==> src/rtl/mru_stack_if.sv <==
// Access/result bundle for the tick-paced MRU list.
// The master drives pacing, flush and requests; the slave is the list itself.
interface mru_stack_if #(
    parameter int DEPTH = 4,
    parameter int KEY_W = 4
);
    logic                         tick;
    logic                         flush;
    logic                         req_valid;
    logic [KEY_W-1:0]             req_key;
    logic                         req_ready;
    logic                         done;
    logic                         hit;
    logic [$clog2(DEPTH)-1:0]     hit_pos;
    logic                         evicted;
    logic [KEY_W-1:0]             evict_key;
    logic [$clog2(DEPTH+1)-1:0]   count;
    logic [DEPTH*KEY_W-1:0]       list_flat;

    modport master (
        output tick, flush, req_valid, req_key,
        input  req_ready, done, hit, hit_pos, evicted, evict_key, count, list_flat
    );

    modport slave (
        input  tick, flush, req_valid, req_key,
        output req_ready, done, hit, hit_pos, evicted, evict_key, count, list_flat
    );
endinterface

==> src/rtl/mru_stack.sv <==
// Tick-paced most-recently-used list. Each accepted access takes three
// cycles (accept, compare, update) and finishes with a one-cycle done pulse.
// Entry 0 is the MRU slot; a miss on a full list evicts the last entry.
module mru_stack #(
    parameter int DEPTH = 4,
    parameter int KEY_W = 4
) (
    input logic         clk,
    input logic         rst,
    mru_stack_if.slave  bus
);
    localparam int PW = $clog2(DEPTH);
    localparam int CW = $clog2(DEPTH + 1);

    typedef enum logic [1:0] {
        IDLE = 2'd0,
        CMP  = 2'd1,
        UPD  = 2'd2
    } state_t;

    state_t           state;
    state_t           state_next;
    logic             accept;

    logic [KEY_W-1:0] key_q;
    logic [PW-1:0]    pos_q;
    logic             match_q;
    logic [PW-1:0]    find_pos;
    logic             find_hit;
    logic [CW-1:0]    count_q;
    logic [KEY_W-1:0] entry      [DEPTH];
    logic [KEY_W-1:0] entry_next [DEPTH];

    // State register
    always_ff @(posedge clk or posedge rst) begin
        if (rst) state <= IDLE;
        else     state <= state_next;
    end

    // Next-state logic and request handshake; flush blocks acceptance
    always_comb begin
        state_next    = state;
        accept        = 1'b0;
        bus.req_ready = 1'b0;
        case (state)
            IDLE: begin
                bus.req_ready = !bus.flush;
                if (bus.tick && bus.req_valid && !bus.flush) begin
                    accept     = 1'b1;
                    state_next = CMP;
                end
            end
            CMP:     state_next = UPD;
            UPD:     state_next = IDLE;
            default: state_next = IDLE;
        endcase
    end

    // Lowest valid index holding the latched key
    always_comb begin
        find_hit = 1'b0;
        find_pos = '0;
        for (int unsigned i = 0; i < DEPTH; i++) begin
            if (!find_hit && (CW'(i) < count_q) && (entry[i] == key_q)) begin
                find_hit = 1'b1;
                find_pos = PW'(i);
            end
        end
    end

    // Updated list: a miss shifts everything down, a hit shifts only 0..pos
    always_comb begin
        entry_next[0] = key_q;
        for (int unsigned i = 1; i < DEPTH; i++) begin
            if (!match_q || (PW'(i) <= pos_q)) entry_next[i] = entry[i-1];
            else                               entry_next[i] = entry[i];
        end
    end

    // List contents, latched access state and reported results
    always_ff @(posedge clk or posedge rst) begin
        if (rst) begin
            key_q         <= '0;
            pos_q         <= '0;
            match_q       <= 1'b0;
            count_q       <= '0;
            bus.done      <= 1'b0;
            bus.hit       <= 1'b0;
            bus.hit_pos   <= '0;
            bus.evicted   <= 1'b0;
            bus.evict_key <= '0;
            for (int unsigned i = 0; i < DEPTH; i++) entry[i] <= '0;
        end else begin
            bus.done <= 1'b0;
            case (state)
                IDLE: begin
                    if (bus.flush) begin
                        count_q <= '0;
                        for (int unsigned i = 0; i < DEPTH; i++) entry[i] <= '0;
                    end else if (accept) begin
                        key_q <= bus.req_key;
                    end
                end
                CMP: begin
                    match_q <= find_hit;
                    pos_q   <= find_pos;
                end
                UPD: begin
                    for (int unsigned i = 0; i < DEPTH; i++) entry[i] <= entry_next[i];
                    bus.done    <= 1'b1;
                    bus.hit     <= match_q;
                    bus.hit_pos <= match_q ? pos_q : '0;
                    if (!match_q && (count_q == CW'(DEPTH))) begin
                        bus.evicted   <= 1'b1;
                        bus.evict_key <= entry[DEPTH-1];
                    end else begin
                        bus.evicted   <= 1'b0;
                        bus.evict_key <= '0;
                    end
                    if (!match_q && (count_q != CW'(DEPTH))) count_q <= count_q + CW'(1);
                end
                default: ;
            endcase
        end
    end

    // Flatten list for observation
    always_comb begin
        bus.list_flat = '0;
        for (int unsigned i = 0; i < DEPTH; i++) bus.list_flat[i*KEY_W +: KEY_W] = entry[i];
    end

    assign bus.count = count_q;
endmodule

==> src/flat_wrapper.sv <==
// flat-port wrapper written by rule: the top's interface ports become plain ports
module mru_stack_flat 
#(
    parameter int DEPTH = 4,
    parameter int KEY_W = 4
)
  (clk, rst, bus_tick, bus_flush, bus_req_valid, bus_req_key, bus_req_ready, bus_done, bus_hit, bus_hit_pos, bus_evicted, bus_evict_key, bus_count, bus_list_flat);
  mru_stack_if #(.DEPTH(DEPTH), .KEY_W(KEY_W)) bus_i ();
  input logic clk;
  input logic rst;
  input wire logic [$bits(bus_i.tick)-1:0] bus_tick;
  input wire logic [$bits(bus_i.flush)-1:0] bus_flush;
  input wire logic [$bits(bus_i.req_valid)-1:0] bus_req_valid;
  input wire logic [$bits(bus_i.req_key)-1:0] bus_req_key;
  output wire logic [$bits(bus_i.req_ready)-1:0] bus_req_ready;
  output wire logic [$bits(bus_i.done)-1:0] bus_done;
  output wire logic [$bits(bus_i.hit)-1:0] bus_hit;
  output wire logic [$bits(bus_i.hit_pos)-1:0] bus_hit_pos;
  output wire logic [$bits(bus_i.evicted)-1:0] bus_evicted;
  output wire logic [$bits(bus_i.evict_key)-1:0] bus_evict_key;
  output wire logic [$bits(bus_i.count)-1:0] bus_count;
  output wire logic [$bits(bus_i.list_flat)-1:0] bus_list_flat;
  assign bus_i.tick = bus_tick;
  assign bus_i.flush = bus_flush;
  assign bus_i.req_valid = bus_req_valid;
  assign bus_i.req_key = bus_req_key;
  assign bus_req_ready = bus_i.req_ready;
  assign bus_done = bus_i.done;
  assign bus_hit = bus_i.hit;
  assign bus_hit_pos = bus_i.hit_pos;
  assign bus_evicted = bus_i.evicted;
  assign bus_evict_key = bus_i.evict_key;
  assign bus_count = bus_i.count;
  assign bus_list_flat = bus_i.list_flat;
  mru_stack #(.DEPTH(DEPTH), .KEY_W(KEY_W)) u_core (.clk(clk), .rst(rst), .bus(bus_i));
endmodule
==> config.mk <==
export PLATFORM = sky130hd
export DESIGN_NAME = mru_stack_flat
export DESIGN_NICKNAME = d
export VERILOG_FILES = /design/src/rtl/mru_stack_if.sv /design/src/rtl/mru_stack.sv /design/src/flat_wrapper.sv
export SDC_FILE = /design/constraint.sdc
export NUM_CORES = 1
export LEC_CHECK = 0
export ABC_AREA = 1
export BUFFER_PORTS_ARGS = -buffer_cell sky130_fd_sc_hd__clkbuf_2
export CAP_MARGIN = 20
export CORE_MARGIN = 5
export CORE_UTILIZATION = 54
export CTS_CLUSTER_DIAMETER = 200
export CTS_CLUSTER_SIZE = 12
export DETAILED_ROUTE_END_ITERATION = 7
export HOLD_SLACK_MARGIN = 0.08
export PLACE_DENSITY = 0.86
export RECOVER_POWER = 100
export SLEW_MARGIN = 5
export SYNTH_ARGS = -nofsm -noshare
export SYNTH_HDL_FRONTEND = slang
export SYNTH_SLANG_ARGS = --single-unit
==> constraint.sdc <==
create_clock -name clk -period 1.5 [get_ports clk]
set_input_delay 0.225 -clock clk [delete_from_list [all_inputs] [get_ports clk]]
set_output_delay 0.225 -clock clk [all_outputs]
set_load 0.05 [all_outputs]
; After elaboration in Yosys (flattened, before gate mapping)
; Cells that the tools add are included.
[classes]
add_sub_neg = 1
order_cmp = 7
n_eq_ne = 14
n_mux = 24
n_bitwise = 1
n_reduce_logical = 27
[op_table]
columns = operator, n
row1 = $pmux W16 S2, 1
row2 = $eq A4 B4 Y1, 4
row3 = $mux W16, 1
row4 = $mux W4, 4
row5 = $reduce_and A3 Y1, 5
row6 = $logic_and A1 B1 Y1, 11
row7 = $mux W1, 10
row8 = $ne A2 B1 Y1 const B, 5
row9 = $mux W2, 4
row10 = $lt A1 B3 Y1 const A, 2
row11 = $lt A2 B3 Y1 const A, 2
row12 = $mux W3, 2
row13 = $pmux W3 S2, 1
row14 = $logic_not A1 Y1, 5
row15 = $le A2 B2 Y1 const A, 2
row16 = $pmux W2 S2, 1
row17 = $add A3 B1 Y3 const B, 1
row18 = $eq A3 B3 Y1 const B, 1
row19 = $logic_or A1 B1 Y1, 3
row20 = $ne A3 B3 Y1 const B, 1
row21 = $eq A2 B1 Y1 const B, 1
row22 = $eq A2 B2 Y1 const B, 1
row23 = $le A1 B2 Y1 const A, 1
row24 = $logic_not A2 Y1, 1
row25 = 4 further kinds, 4
[word_totals]
reg_bits = 37
input_bits = 9
out_inout_bits = 29

; Longest topological paths before layout
; Gate-level depths: netlist of run 1.
[depth]
word_depth = 15
mapped_depth = 10

; Least setup slack after synthesis of run 1
; Ideal clock, no wire load.
[synth_path]
kind = register -> register
from = register u_core.count_q[0] (netlist: u_core.bus.count[0])
to = register u_core.count_q[2] (netlist: u_core.bus.count[2])
setup_ns = 0.126
arrival_time_ns = 1.336
t_required_ns = 1.374
path_slack_ns = 0.038
stages_incl_launch_ff = 7
path_buffers = 0
period_less_slack_ns = 1.462
path_cell_list = dfrtp_1 inv_1 ha_1 nand2_1 nand3_1 o21ai_0 a21oi_1
[synth_via]
elab_chain_cells = 4
word_cells_on_any_way = 7
cone_classes = 1 x add/sub / 2 x eq/ne / 2 x mux / 2 x reduce/logical
[synth_lines]
columns = item, line_no
row1 = from (decl), mru_stack.sv:30  ; logic [CW-1:0] count_q;
row2 = from (signal assigned), mru_stack.sv:120  ; if (!match_q && (count_q != CW'(DEPTH))) count_q <= count_q + CW'(1);
row3 = branches (longest 4 deep; another with $add A3 B1 Y3), --
; Parallel ways; which one is timed is not known. The select of a mux whose other input is x is not followed.
; A chain may end at the register's enable or synchronous reset.

; Worst setup path in the final report of run 1
[layout_path]
from = register u_core.state[0]
to = output port bus_req_ready
[layout_via]
elab_chain_cells = 2
[layout_lines]
columns = item, line_no
row1 = from (decl), mru_stack.sv:21  ; state_t state;
row2 = from (signal assigned), mru_stack.sv:37  ; else state <= state_next;
row3 = $logic_not A2 Y1, mru_stack.sv:45  ; case (state)
row4 = $mux W1, mru_stack.sv:45
row5 = to (decl), flat_wrapper.sv:15  ; output wire logic [$bits(bus_i.req_ready)-1:0] bus_req_ready;
; No other way between the ends.

==> metrics.txt, run 1 <==
antenna viol nets, final 0; cell types with the largest area share after synthesis sky130_fd_sc_hd__dfrtp_1 (48%), sky130_fd_sc_hd__nand2_1 (15%), sky130_fd_sc_hd__inv_1 (5.6%); setup total negative slack 0 ns; gate count of the mapped netlist 242; average routed wire per standard cell 13.9 um; Lkg Pwr 1.18 nW; largest stage delay on the critical path 0.48 ns; area occupied by multi-input gates 793 sq um; sequential fraction of the synthesis area 47.7%; leading cell type in the layout, fill and taps excluded sky130_fd_sc_hd__nand2_1; Worst Setup Path Type register to output port; number of global-route vias before repair 1618; clock slew at the register clock pins of the worst setup and hold paths 0.10 ns; site row count 21; number of library cell types mapped by synthesis 23; worst vdd ir 760 uV; clock latency on the worst-skew pair 0.36 ns; gr usage total 19.8%; grt ovf 0; final routed DRC violation total 0; highest metal layer with signal wires met4; Clock H-tree levels 2; Relative slew margins 69.2%; count of non-filler cells in the finished layout 328; area used by sequential logic in the layout 927 sq um; nets 292; Starting DRT DRC Count 111; period utilisation layout 95.3%; post-placement cell area 2110 sq um; power density over the cells 1080 nW/um^2; Slew Viols, Final 0; met2 wirelength from detailed routing 2.17 mm; Period minus WS final 1.43 ns; number of register bits inferred by synthesis 37; area of the die 4890 sq um; wire length on met3 348 um; IO Pins 38; required arrival time at the worst endpoint 1.27 ns; wire length of the first global-routing pass 7.62 mm; Post-Synthesis Cell Area 1940 sq um; element type at the critical path start register; design area 2270 sq um; total count of hold-check failures in the final report 0; vertical die dimension 69.9 um; average instance area after synthesis 8.02 sq um; total core area 3420 sq um; final RePlAce weighted congestion 0.938; via density per instance 5.15; area delta synth->final 17.2%; maximum clock path buffer count 2; Starting Density 56.8%; Worst Path Max Fanout 3; clock root cell sky130_fd_sc_hd__clkbuf_4; warning count from the yosys run 0; number of antenna violations at the first check in global routing 0; number of CTS-inserted buffers 5; number of iterations in the first detailed-routing pass 4; fraction of final layout cells with drive strength greater than 1 23.4%; PnR Total Power 0.00245 W; actual slew at the worst max-slew pin 0.462 ns; number of I/O port buffers 37; most area-hungry cell type in the Yosys netlist sky130_fd_sc_hd__dfrtp_1; class of the tightest hold or removal check input pin to register; Critical Path AT 1.20 ns; HPWL reported at the end of detailed placement 3.36 mm; fill cell instance count of the final layout 293; RSZ-0062 raised after global routing false; Post-Route Skew 0.0157 ns; length of routed wiring on met1 1.94 mm; antenna diode instance count 0; MaxCap Viol Count 0; Placed Instances 315; Clock Sinks 37; wire length reported by the detailed router 4.55 mm; type of element capturing the critical path output port; library cell contributing the largest single delay on the critical path sky130_fd_sc_hd__dfrtp_2; setup-violating endpoint count in the final report 0; vias after detailed routing 1689; width of the die 69.9 um; clock tree from TritonCTS done; status complete, no violations; post-synth net total 253; Cell Chain, Critical Path nor2_4 -> nand2_2 -> inv_2 -> buf_6; top cell type's share of synthesized area 47.7%; top achievable clock speed 699 MHz; most frequent cells in the layout sky130_fd_sc_hd__nand2_1 (76), sky130_fd_sc_hd__clkbuf_2 (36), sky130_fd_sc_hd__dfrtp_1 (36), sky130_fd_sc_hd__inv_1 (28), sky130_fd_sc_hd__o21ai_0 (19); largest net degree at the start of global routing 38
## routing by layer
layer / track usage (%) / vias up
met5: 0 / -
met4: 7.87 / 0
met3: 5.88 / 10
met2: 31.9 / 73
li1: - / 828
met1: 25.0 / 778
## what timing repair did
| action | in CTS | in global routing |
|---|---|---|
| endpoints found under the setup margin | 1 | 6 |
| resized for setup | 4 | 6 |
| setup buffers | 0 | 1 |
| hold endpoints to repair | 39 | 1 |
| pin swaps | 1 | 0 |
| hold buffers | 3 | 1 |
## stage by stage
step                      setup WS (ns)  hold WS [ns]  utilization, %
final                            0.0703        0.0960            66.6
after global routing            0.00993        0.0822            66.6
after CTS                        0.0141        0.0866            66.2
after detailed placement          0.104         0.345            61.9
after global placement            0.169         0.327            61.9
after floorplan                  0.0379         0.346               -
## final timing paths
kind	start	endpoint	slack (ns)	cells after the start
min in group asynchronous	rst	u_core.bus.list_flat[15]	0.48	4
hold reg to reg	u_core.bus.hit	u_core.bus.hit	0.49	2
setup / recovery	u_core.state[0]	bus_req_ready	0.07	4
max in group asynchronous	rst	u_core.state[0]	0.65	4
hold / removal	bus_req_key[3]	u_core.key_q[3]	0.1	3
setup reg to reg	u_core.state[1]	u_core.bus.list_flat[7]	0.12	7
## worst max-delay path, delay by kind of cell, from the launching register on
kind                   cells  cell delay (ns)
buffers and inverters      2             0.21
flip-flops                 1             0.48
AND/OR/NAND/NOR            2             0.18
## where the power goes
part,switching [W],leakage (nW),internal (W)
Clock,0.000341,0.0552,0.000516
Sequential,0.0000820,0.502,0.00105
Combinational,0.000323,0.627,0.000141
## flip-flops by register name (all words and copies together) (netlist names)
register and count:
u_core.bus.count 3, u_core.bus.done 1, u_core.bus.evict_key 4, u_core.bus.evicted 1
u_core.bus.hit 1, u_core.bus.hit_pos 2, u_core.bus.list_flat 16, u_core.key_q 4
u_core.match_q 1, u_core.pos_q 2, u_core.state 2
## cell families (layout without fill, tap and decap cells)
family,after synthesis,count (layout),share of synthesized area [%]
AO/OA/AOI/OAI,34,34,10.2
buffers and inverters,47,87,11.8
flip-flops,37,37,47.7
XOR/XNOR,2,2,0.903
AND/OR/NAND/NOR,120,120,28.1
adder cells (fa/ha/maj),2,2,1.29
## synth_stat cells
| master | instances |
|---|---|
| sky130_fd_sc_hd__nand2_1 | 77 |
| sky130_fd_sc_hd__nand2_2 | 1 |
| sky130_fd_sc_hd__inv_2 | 1 |
| sky130_fd_sc_hd__o22ai_1 | 4 |
| sky130_fd_sc_hd__buf_2 | 2 |
| sky130_fd_sc_hd__nand4_1 | 1 |
| sky130_fd_sc_hd__o21ai_4 | 1 |
| sky130_fd_sc_hd__o21ai_1 | 4 |
| sky130_fd_sc_hd__nand3_1 | 19 |
| sky130_fd_sc_hd__xnor2_1 | 2 |
| sky130_fd_sc_hd__a21oi_4 | 1 |
| sky130_fd_sc_hd__dfrtp_1 | 37 |
| sky130_fd_sc_hd__inv_1 | 29 |
| sky130_fd_sc_hd__nor2_8 | 3 |
| sky130_fd_sc_hd__inv_4 | 2 |
| sky130_fd_sc_hd__nor2_1 | 16 |
| sky130_fd_sc_hd__clkinv_1 | 1 |
| sky130_fd_sc_hd__a21oi_1 | 4 |
| sky130_fd_sc_hd__nor2_2 | 1 |
| sky130_fd_sc_hd__ha_1 | 2 |
| sky130_fd_sc_hd__nand2_4 | 2 |
| sky130_fd_sc_hd__buf_4 | 12 |
| sky130_fd_sc_hd__o21ai_0 | 20 |
## final cells by class
type,instances,area share [%]
timing repair buffer,46,11.7
sequential,37,40.8
clock inverter,3,2.86
multi-input combinational,158,34.9
inverter,33,5.67
tap,46,2.53
clock buffer,5,1.65
Note: power is estimated with default switching activity, not from simulation.
==> run 2, diff against run 1 <==
==> constraint.sdc (replaced) <==
create_clock -name clk -period 1.55 [get_ports clk]
set_input_delay 0.2325 -clock clk [delete_from_list [all_inputs] [get_ports clk]]
set_output_delay 0.2325 -clock clk [all_outputs]
set_load 0.05 [all_outputs]
==> metrics.txt, run 2 (synthesis results as in run 1) <==
Clock Sinks 37 (unchanged); number of antenna violations at the first check in global routing 0 (unchanged); site row count 21 (unchanged); HPWL reported at the end of detailed placement 3.26 mm (-3.1%); Worst Setup Path Type register to output port; status complete, no violations; number of global-route vias before repair 1565 (-3.3%); vertical die dimension 69.9 um (unchanged); element type at the critical path start register; most frequent cells in the layout sky130_fd_sc_hd__nand2_1 (77), sky130_fd_sc_hd__dfrtp_1 (36), sky130_fd_sc_hd__clkbuf_2 (32), sky130_fd_sc_hd__inv_1 (29), sky130_fd_sc_hd__o21ai_0 (20); Slew Viols, Final 0 (unchanged); library cell contributing the largest single delay on the critical path sky130_fd_sc_hd__dfrtp_2; number of CTS-inserted buffers 5 (unchanged); Worst Path Max Fanout 3 (unchanged); top cell family by delay on the critical path flip-flops; leading cell type in the layout, fill and taps excluded sky130_fd_sc_hd__nand2_1; antenna diode instance count 0 (unchanged); nets 287 (-1.7%); worst vdd ir 716 uV (-5.7%); Post-Route Skew 0.0113 ns (-0.00437 ns); total core area 3420 sq um (unchanged); setup total negative slack 0 ns (unchanged); MaxCap Viol Count 0 (unchanged); Clock H-tree levels 2 (unchanged); area of the die 4890 sq um (unchanged); largest net degree at the start of global routing 38 (unchanged); clock root cell sky130_fd_sc_hd__clkbuf_4; Relative slew margins 60.5% (-8.7 points); RSZ-0062 raised after global routing false; final RePlAce weighted congestion 0.920 (-1.8%); Lkg Pwr 1.14 nW (-4.2%); clock tree from TritonCTS done; setup-violating endpoint count in the final report 0 (unchanged); power density over the cells 965 nW/um^2 (-10%); clock latency on the worst-skew pair 0.35 ns (about the same); class of the tightest hold or removal check input pin to register; actual slew at the worst max-slew pin 0.595 ns (+0.134 ns); maximum clock path buffer count 2 (unchanged); Cell Chain, Critical Path nor2_2 -> nand2_1 -> inv_1 -> buf_6; gr usage total 18.3% (-1.6 points); fraction of final layout cells with drive strength greater than 1 20.2% (-3.2 points); total count of hold-check failures in the final report 0 (unchanged); average routed wire per standard cell 13.3 um (-4.4%); Starting Density 56.8% (unchanged); IO Pins 38 (unchanged); PnR Total Power 0.00211 W (-14%); most used routing layer in global routing met2; final routed DRC violation total 0 (unchanged); number of iterations in the first detailed-routing pass 4 (unchanged); top achievable clock speed 671 MHz; clock slew at the register clock pins of the worst setup and hold paths 0.11 ns (about the same); GR met1 Demand/Resource 23.2% (-1.8 points); number of I/O port buffers 37 (unchanged); required arrival time at the worst endpoint 1.32 ns (+0.05 ns); Critical Path AT 1.26 ns (+0.06 ns); vias after detailed routing 1675 (-0.83%); grt ovf 0 (unchanged); width of the die 69.9 um (unchanged); antenna viol nets, final 0 (unchanged); period utilisation layout 96.2%; via density per instance 5.19 (+0.71%); Period minus WS final 1.49 ns; type of element capturing the critical path output port; area delta synth->final 12.6%; Starting DRT DRC Count 145 (+31%); wire length of the first global-routing pass 7.13 mm (-6.4%); GR met2 Demand/Resource 30.0% (-1.9 points); wire length reported by the detailed router 4.29 mm (-5.9%); met3 capacity usage during global routing 4.16% (-1.7 points); flip-flop count of the largest register, all copies and words added 16 (unchanged); largest stage delay on the critical path 0.46 ns (-0.02 ns); Buf+Inv Stages, Crit Path 2 (unchanged); fill cell instance count of the final layout 303 (+3.4%)
-- run 2: area by class of cell --
cell class              instances  area, sq um  area share (%)
clock buffers                   7         65.1            2.98
clock inverters                 1         5.00           0.229
inverters                      33          129            5.90
multi-input cells             158          786            36.0
flip-flops and latches         37          927            42.4
well taps                      46         57.6            2.63
repair buffers                 41          215            9.85
-- run 2: worst paths after layout --
check,from,endpoint,slack (ns),depth (start not counted)
min in group asynchronous,rst,u_core.bus.count[2],0.49,4
max in group asynchronous,rst,u_core.state[0],0.69,4
worst max-delay path,u_core.state[0],bus_req_ready,0.06,4
worst min-delay path,bus_req_key[2],u_core.key_q[2],0.08,3
worst max register to register,u_core.state[0],u_core.bus.list_flat[15],0.13,8
worst min register to register,u_core.bus.hit,u_core.bus.hit,0.49,2
-- run 2: through the flow --
stage	hold slack [ns]	instance area, sq um	setup slack, ns	instances	util (%)
finish	0.0825	2180	0.0588	323	64.0
global route	0.0854	2180	0.0113	323	64.0
CTS	0.0808	2190	0.00717	323	64.1
detailed placement	0.348	2110	0.117	314	61.6
global placement	0.342	2110	0.161	314	61.6
floorplan	0.353	1940	0.0879	242	-
-- run 2: routing by layer --
metal | vias to the layer above | share of wire, %
met5 | - | 0
met4 | 0 | 1.5
met3 | 7 | 7.8
met2 | 71 | 49
met1 | 780 | 42
li1 | 817 | -
-- run 2: power by group --
part           switching, W  internal, W  total, W
logic              0.000311     0.000126  0.000438
registers         0.0000719      0.00102   0.00109
clock network      0.000320     0.000263  0.000583
-- run 2: worst reg2reg max path: stages, from the launching register on --
cell and delay, ns:
sky130_fd_sc_hd__dfrtp_2 0.46, sky130_fd_sc_hd__nor2_2 0.15, sky130_fd_sc_hd__nand2_2 0.11, sky130_fd_sc_hd__nand2_4 0.13, sky130_fd_sc_hd__inv_4 0.06, sky130_fd_sc_hd__nor2_8 0.14, sky130_fd_sc_hd__o21ai_4 0.12, sky130_fd_sc_hd__nand2_1 0.08
sky130_fd_sc_hd__o21ai_1 0.07
-- run 2: timing repair --
action | CTS | global route
resized for setup | 2 | 2
hold endpoints to repair | 37 | 0
setup buffers | 0 | 0
setup endpoints to repair | 1 | 1
hold buffers | 1 | 0
gates cloned | 0 | 0
==> run 3, diff against run 2 <==
--- a/config.mk
+++ b/config.mk
@@ -6,7 +6,7 @@
 export NUM_CORES = 1
 export LEC_CHECK = 0
 export ABC_AREA = 1
-export BUFFER_PORTS_ARGS = -buffer_cell sky130_fd_sc_hd__clkbuf_2
+export BUFFER_PORTS_ARGS = -buffer_cell sky130_fd_sc_hd__buf_2
 export CAP_MARGIN = 20
 export CORE_MARGIN = 5
 export CORE_UTILIZATION = 54
==> metrics.txt, run 3 (synthesis results as in run 1) <==
antenna diode instance count 0 (unchanged); Clock Sinks 37 (unchanged); RSZ-0062 raised after global routing false; top cell family by delay on the critical path flip-flops; reg2reg setup slack 0.13 ns (about the same); clock tree from TritonCTS done; type of element capturing the critical path output port; Buf+Inv Stages, Crit Path 2 (unchanged); number of iterations in the first detailed-routing pass 4 (unchanged); clock root cell sky130_fd_sc_hd__clkbuf_4; launch point of the worst reg-to-reg path u_core.state[1]; area occupied by multi-input gates 791 sq um (+0.64%); fraction of final layout cells with drive strength greater than 1 20.5% (+0.29 points); number of global-route vias before repair 1482 (-5.3%); setup-violating endpoint count in the final report 0 (unchanged); MaxCap Viol Count 0 (unchanged); IO Pins 38 (unchanged); wire length of the first global-routing pass 6.96 mm (-2.4%); final routed DRC violation total 0 (unchanged); area used by sequential logic in the layout 927 sq um (unchanged); nets 289 (+0.70%); Clock H-tree levels 2 (unchanged); Worst Setup Path Type register to output port; Starting Density 56.8% (unchanged); required arrival time at the worst endpoint 1.32 ns (about the same); element type at the critical path start register; gr usage total 18.1% (-0.14 points); most frequent cells in the layout sky130_fd_sc_hd__nand2_1 (77), sky130_fd_sc_hd__dfrtp_1 (36), sky130_fd_sc_hd__inv_1 (29), sky130_fd_sc_hd__clkbuf_2 (27), sky130_fd_sc_hd__o21ai_0 (20); total core area 3420 sq um (unchanged); top achievable clock speed 679 MHz (+1.2%); flip-flop count of the largest register, all copies and words added 16 (unchanged); HPWL reported at the end of detailed placement 3.10 mm (-4.9%); maximum clock path buffer count 2 (unchanged); width of the die 69.9 um (unchanged); number of I/O port buffers 37 (unchanged); worst hold endpoint u_core.key_q[1]; library cell contributing the largest single delay on the critical path sky130_fd_sc_hd__dfrtp_2; period utilisation layout 95.1% (-1.2 points); clock slew at the register clock pins of the worst setup and hold paths 0.10 ns (about the same); start point of the worst min-delay path bus_req_key[1]; Critical Path AT 1.24 ns (-0.02 ns); area of the die 4890 sq um (unchanged); final RePlAce weighted congestion 0.909 (-1.2%); status complete, no violations; power density over the cells 929 nW/um^2 (-3.8%); wire length reported by the detailed router 4.16 mm (-3.0%); number of CTS-inserted buffers 5 (unchanged); number of antenna violations at the first check in global routing 0 (unchanged); Cell Chain, Critical Path nor2_4 -> nand2_1 -> inv_1 -> buf_6; worst vdd ir 568 uV (-21%); actual slew at the worst max-slew pin 0.592 ns (-0.00360 ns); antenna viol nets, final 0 (unchanged); fin util 64.4% (+0.40 points); hold-critical path depth 3 (unchanged); total count of hold-check failures in the final report 0 (unchanged); clock latency on the worst-skew pair 0.35 ns (about the same); worst setup slack before clock tree synthesis 0.136 ns (+0.0188 ns); Period minus WS final 1.47 ns (-0.0178 ns); area delta synth->final 13.3%; setup total negative slack 0 ns (unchanged); grt ovf 0 (unchanged); number of cell instances on the worst register-to-register path 9 (+1); Post-Route Skew 0.00323 ns (-0.00808 ns); minimum setup slack in the final design 0.0767 ns (+0.0178 ns); via density per instance 5.03 (-2.9%); leading cell type in the layout, fill and taps excluded sky130_fd_sc_hd__nand2_1; average routed wire per standard cell 12.8 um (-3.3%); fill cell instance count of the final layout 295 (-2.6%); largest stage delay on the critical path 0.48 ns (+0.02 ns); Relative slew margins 60.7% (+0.24 points); vias after detailed routing 1631 (-2.6%); Critical R2R Capture u_core.bus.list_flat[13]; Worst Path Max Fanout 3 (unchanged); Starting DRT DRC Count 110 (-24%); Lkg Pwr 1.14 nW (+0.79%); vertical die dimension 69.9 um (unchanged); site row count 21 (unchanged); largest net degree at the start of global routing 38 (unchanged); class of the tightest hold or removal check input pin to register; Slew Viols, Final 0 (unchanged)
==> run 3: changes by cell type in the layout (fill, tap and decap cells not counted), sizes merged <==
cell,delta
clkbuf,-8
dlygate4sd3,+2
buf,+8
clkinv,-1
==> run 3: what timing repair did <==
action | 4_1_cts | 5_1_grt
endpoints found under the hold margin | 39 | 0
pin swaps | 0 | 0
setup endpoints to repair | 1 | 1
resized for setup | 1 | 3
hold buffers | 3 | 0
buffers inserted | 0 | 0
==> run 3: worst max path at each step <==
stage	cells after the start	to	from
floorplan	6	u_core.bus.count[2]	u_core.bus.count[0]
global placement	8	u_core.bus.list_flat[15]	u_core.state[0]
detailed placement	8	u_core.bus.list_flat[13]	u_core.state[0]
CTS	4	bus_req_ready	u_core.state[0]
global route	4	bus_req_ready	u_core.state[0]
finish	4	bus_req_ready	u_core.state[0]
==> run 3: cell type report <==
| cell class | count | area share (%) |
|---|---|---|
| sequential | 37 | 42.2 |
| clock buffer | 7 | 2.50 |
| multi-input combinational | 158 | 36.0 |
| timing repair buffer | 43 | 10.9 |
| inverter | 33 | 5.86 |
| tap | 46 | 2.62 |
==> run 3: worst register-to-register path, stage by stage, from the launching register on <==
cell and delay (ns):
sky130_fd_sc_hd__dfrtp_1 0.45, sky130_fd_sc_hd__inv_2 0.09, sky130_fd_sc_hd__nor2_8 0.12, sky130_fd_sc_hd__inv_4 0.10, sky130_fd_sc_hd__nand2_4 0.11, sky130_fd_sc_hd__inv_4 0.06
sky130_fd_sc_hd__nor2_8 0.13, sky130_fd_sc_hd__o21ai_4 0.11, sky130_fd_sc_hd__nand2_1 0.07, sky130_fd_sc_hd__o21ai_1 0.06
==> run 3: per-stage QoR <==
step	instances	hold WS [ns]	total power (W)	cell area (sq um)
floorplan	242	0.353	0.00143	1940
global placement	314	0.358	0.00153	2110
detailed placement	314	0.361	0.00153	2110
CTS	324	0.0830	0.00205	2190
global route	324	0.112	0.00216	2200
finish	324	0.0920	0.00204	2200
==> run 3: report_power, final <==
group / switching [W] / internal (W)
combinational: 0.000308 / 0.000130
clock: 0.000300 / 0.000214
sequential: 0.0000738 / 0.00102
==> run 3: per-layer routing <==
| layer | up-vias | GRT usage (%) | routed length [um] |
|---|---|---|---|
| met2 | 48 | 28.9 | 1870 |
| li1 | 824 | - | - |
| met5 | - | 0 | 0 |
| met3 | 9 | 4.16 | 286 |
| met4 | 0 | 8.09 | 77 |
| met1 | 750 | 23.4 | 1930 |
